$ cat config.mk
export PLATFORM = sky130hd
export DESIGN_NAME = riscv_test_monitor
export DESIGN_NICKNAME = d
export VERILOG_FILES = /design/src/rtl/riscv_test_monitor.sv
export SDC_FILE = /design/constraint.sdc
export NUM_CORES = 1
export LEC_CHECK = 0
export CAP_MARGIN = 20
export CORE_MARGIN = 3
export CORE_UTILIZATION = 39
export DETAILED_ROUTE_END_ITERATION = 10
export PLACE_DENSITY = 0.91
export SYNTH_ARGS = -nofsm -noshare
export SYNTH_HDL_FRONTEND = slang
export SYNTH_SLANG_ARGS = --single-unit
$ cat constraint.sdc
create_clock -name clk -period 2.9 [get_ports clk]
set_input_delay 0.58 -clock clk [delete_from_list [all_inputs] [get_ports clk]]
set_output_delay 0.58 -clock clk [all_outputs]
set_load 0.01 [all_outputs]
$ cat src/rtl/riscv_test_monitor.sv
// riscv_test_monitor: end-of-test detector for riscv-tests runs on the Core.
// It only observes the Core's retire, gp and store signals and never drives them.
//
// Completion conventions (chosen by MODE):
//   MODE 0 : retirement of PASS_PC ends the test; x3 (gp) == 1 means pass.
//   MODE 1 : an odd store to TOHOST_ADDR ends the test; data == 1 means pass.
//
// Ports:
//   clk, rst                    clock, asynchronous active-low reset
//   start, clear                run control pulses (clear has priority)
//   retire_valid, retire_pc     retire stream (MODE 0)
//   gp_value                    live value of x3 (MODE 0)
//   st_valid, st_addr, st_data  data store stream (MODE 1)
//   state                       IDLE=0, RUN=1, PASS=2, FAIL=3, TIMEOUT=4
//   done, pass                  terminal / passing status
//   fail_num                    failing test number (code >> 1), 0 unless FAIL
//   cycle_count, retire_count   saturating cycle and retire counts for the run
module riscv_test_monitor #(
  parameter int unsigned     XLEN        = 32,
  parameter int unsigned     MODE        = 0,
  parameter logic [XLEN-1:0] PASS_PC     = XLEN'(32'h44),
  parameter logic [XLEN-1:0] TOHOST_ADDR = XLEN'(32'h1000),
  parameter int unsigned     TIMEOUT     = 5000,
  parameter int unsigned     CNT_W       = 16
) (
  input  logic              clk,
  input  logic              rst,
  input  logic              start,
  input  logic              clear,
  input  logic              retire_valid,
  input  logic [XLEN-1:0]   retire_pc,
  input  logic [XLEN-1:0]   gp_value,
  input  logic              st_valid,
  input  logic [XLEN-1:0]   st_addr,
  input  logic [XLEN-1:0]   st_data,
  output logic [2:0]        state,
  output logic              done,
  output logic              pass,
  output logic [XLEN-2:0]   fail_num,
  output logic [CNT_W-1:0]  cycle_count,
  output logic [CNT_W-1:0]  retire_count
);

  typedef enum logic [2:0] {
    S_IDLE    = 3'd0,
    S_RUN     = 3'd1,
    S_PASS    = 3'd2,
    S_FAIL    = 3'd3,
    S_TIMEOUT = 3'd4
  } state_t;

  localparam bit               USE_TOHOST = (MODE != 0);
  localparam logic [CNT_W-1:0] CNT_MAX    = '1;
  localparam logic [CNT_W-1:0] TO_LAST    = CNT_W'(TIMEOUT - 1);

  state_t           st_q, st_n;
  logic             done_n, pass_n;
  logic [XLEN-2:0]  fn_n;
  logic [CNT_W-1:0] cc_n, rc_n;

  // Completion event and its result code for the selected convention only
  logic             pc_hit, tohost_hit, hit;
  logic [XLEN-1:0]  code;

  assign pc_hit     = retire_valid && (retire_pc == PASS_PC);
  assign tohost_hit = st_valid && (st_addr == TOHOST_ADDR) && st_data[0];
  assign hit        = USE_TOHOST ? tohost_hit : pc_hit;
  assign code       = USE_TOHOST ? st_data : gp_value;

  assign state = st_q;

  // Next-state and next-output computation
  always_comb begin
    st_n = st_q;
    fn_n = fail_num;
    cc_n = cycle_count;
    rc_n = retire_count;
    if (clear) begin
      // Counters deliberately hold so the last run can still be read back
      st_n = S_IDLE;
      fn_n = '0;
    end else begin
      case (st_q)
        S_IDLE: begin
          if (start) begin
            st_n = S_RUN;
            cc_n = '0;
            rc_n = '0;
          end
        end
        S_RUN: begin
          // The completing cycle is still counted
          if (cycle_count != CNT_MAX) cc_n = cycle_count + CNT_W'(1);
          if (retire_valid && (retire_count != CNT_MAX)) rc_n = retire_count + CNT_W'(1);
          if (hit) begin
            if (code == XLEN'(1)) begin
              st_n = S_PASS;
            end else begin
              st_n = S_FAIL;
              fn_n = code[XLEN-1:1];
            end
          end else if (cycle_count == TO_LAST) begin
            st_n = S_TIMEOUT;
          end
        end
        default: ;  // terminal states are sticky until clear
      endcase
    end
    done_n = (st_n == S_PASS) || (st_n == S_FAIL) || (st_n == S_TIMEOUT);
    pass_n = (st_n == S_PASS);
  end

  // State and output registers
  always_ff @(posedge clk or negedge rst) begin
    if (!rst) begin
      st_q         <= S_IDLE;
      done         <= 1'b0;
      pass         <= 1'b0;
      fail_num     <= '0;
      cycle_count  <= '0;
      retire_count <= '0;
    end else begin
      st_q         <= st_n;
      done         <= done_n;
      pass         <= pass_n;
      fail_num     <= fn_n;
      cycle_count  <= cc_n;
      retire_count <= rc_n;
    end
  end

endmodule

==> impl_metrics.tcl <==
set metrics [dict create \
    status "finished, final reports clean" \
    drc_errors 0 \
    arrival_ns 2.74 \
    synth-edff-count 0 \
    clock-sinks 68 \
    whs_ns 0.3138 \
    cp_max_fo 6 \
    synth_cell_types 53 \
    grt_pass1_vias 3619 \
    clock_latency_ns 0.34 \
    die-area_sq_um 10350 \
    grt_start_max_net_pins 38 \
    io_pins 202 \
    finClkSkew_ns 0.009592 \
    diodes 0 \
    initial_core_util 0.4061 \
    worst_r2r_endpoint "pass" \
    routedWlPerCell_um 17.12 \
    rsz0062_at_grt "no" \
    cts_tree "built" \
    hold_viol_final 0 \
    synthFlopType "dfrtp_1" \
    netlist.area_leader.share 0.4759 \
    htree_levels 3 \
    peakVddDrop_uv 245.7 \
    worstSetupPathType "register to register" \
    synth_common_cells "dfrtp_1, nand3_1, a21oi_1" \
    die_h_um 101.8 \
    timing.rr.start "cycle_count[4]" \
    wl_um 11010 \
    nets 666 \
    synth_top_cell_by_area "dfrtp_1" \
    fin_crit_sh 0.8625 \
    holdCritPathClass "input port to asynchronous set/reset pin" \
    first_iter_violations 120 \
    critPathRequiredTime_ns 3.14 \
    place_hpwl_um 8196 \
    synth_area_per_cell_sq_um 9.099 \
    power_density_nw_per_um2 390.8 \
    cellLeakagePower_uw 0.002053 \
    cap_violations 0 \
    grtUsageTotal 0.2145 \
    async_reset_ff_frac 1.000 \
    cts_setup_buffers 0 \
    cts_buffers 9 \
    cts_buffer_depth 2 \
    path_clk_slew_ns 0.08 \
    grt_pass1_wl_um 17460 \
    dieWidth_um 101.8 \
    ys_seq_area_frac 0.4759 \
    gr-total-overflow 0 \
    placement.io_buffers 136 \
    cts.hold.buffers_added 0 \
    worstMarginPinSlew_ns 0.8185 \
    min_period_ns 2.501 \
    yosys.cell_count.top_type "dfrtp_1" \
    syn-num-nets 529 \
    rows 34 \
    syn_to_final_growth_pct 50.49 \
    yosysWarnings 0 \
    slew_headroom 0.4543 \
    drv_slew 0 \
    vias 3705 \
    ant_nets 0 \
    worstSetupEndpoint "pass" \
    finalSetupViolCount 0 \
    startpoint "cycle_count[4]" \
    antenna_found_initial 0 \
    drive_above_1_share 0.09533 \
    synthTopCellsByArea "dfrtp_1, nand3_1, a21oi_1" \
    cts-resized-gates 0 \
    synthCells 393 \
    via_per_inst 5.762 \
    worstSetupEndpointType "register" \
    netlist_area_sq_um 3576 \
    tns_ns 0 \
    fmax_mhz 399.8 \
    r2r_slack_ns 0.40 \
    first_pass_iters 4 \
    globalplace.congestion 0.8796 \
    r2r_cells 5 \
    cts_root_buf "clkbuf_8" \
    synth_seq_cells 68 \
    coreArea_sq_um 8806 \
    start_kind "register" \
]
-- cell usage in the layout, fill, tap and decap left out, types with 2 or more instances in the layout --
cell type,n
o21ai_0,29
or4_1,9
buf_4,16
and2_1,4
nor3_1,5
nor3b_1,2
dfrtp_1,68
o211ai_1,2
a2111oi_0,8
o31ai_1,4
clkinv_2,2
buf_12,3
nand4_1,9
nand3_1,47
a211oi_1,4
nor4_1,17
a21oi_1,40
bufinv_16,2
nor2_1,27
ha_1,2
clkdlybuf4s50_1,135
xnor2_1,17
nor4_4,2
o21ai_1,5
a21o_1,2
and3_1,2
nor4b_1,4
inv_1,4
nand3b_1,2
clkbuf_8,12
nand2_1,21
or2_2,4
xor2_1,2
-- report_power, final --
group,leakage (uW),internal [uW],switching (uW)
combinational,0.000983,120,89.5
clock,0.000122,552,374
sequential,0.000947,956,11.8
total,0.00205,1630,475
-- how the worst min path moves through the flow --
stage,from,end,slack (ns),cells past startpoint
2_1_floorplan,rst,cycle_count[0],0.28,0
3_3_place_gp,fail_num[16],fail_num[16],0.52,2
3_5_place_dp,fail_num[9],fail_num[9],0.53,2
4_1_cts,rst,fail_num[10],0.35,1
5_1_grt,rst,fail_num[21],0.37,1
6_report,rst,fail_num[10],0.31,1
-- cell type report --
| type | count | area [sq um] |
|---|---|---|
| flip-flops and latches | 68 | 1702 |
| inverters | 4 | 15.01 |
| clock inverters | 4 | 70.07 |
| fillers | 748 | 3425 |
| repair buffers | 155 | 1536 |
| multi-input cells | 292 | 1758 |
| clock buffers | 12 | 165.2 |
| well taps | 108 | 135.1 |
-- cells by family after synthesis --
group           Yosys count  synth area share
xor+xnor                 19           0.04654
buf+inv                  33           0.03499
compound gates          106            0.1795
flops                    68            0.4759
simple gates            165            0.2561
fa+ha+maj                 2          0.006997
-- flip-flops by register name, indices dropped and copies added, names as in the netlist --
signal and cells:
fail_num 31, cycle_count 16, retire_count 16, state 3, done 1, pass 1
-- stage by stage --
stage / cells / worst slack, ns / util / power, uW / instance area (sq um)
after global placement: 627 / 0.1338 / 0.5844 / 1189 / 5146
after global routing: 643 / 0.2407 / 0.6111 / 2169 / 5381
after detailed placement: 627 / 0.05171 / 0.5844 / 1196 / 5146
final: 643 / 0.3989 / 0.6111 / 2103 / 5381
after floorplan: 393 / 0.5776 / - / 1034 / 3576
after CTS: 643 / 0.4038 / 0.6111 / 2114 / 5381
-- worst max-delay path, cell delays in order, from the launching register on --
cell and delay [ns]:
dfrtp_1 0.45, or4_1 0.53, or4_4 0.52, nor4_4 0.43, o21ai_2 0.11, a2111oi_2 0.35
-- layer usage --
metal | GRT usage | vias to the layer above | wire length, um
li1 | - | 1731 | -
met1 | 0.2416 | 1810 | 4163
met5 | 0 | - | 0
met2 | 0.3808 | 146 | 5797
met3 | 0.06818 | 18 | 862
met4 | 0.07566 | 0 | 187
(Power assumes the default switching activity.)
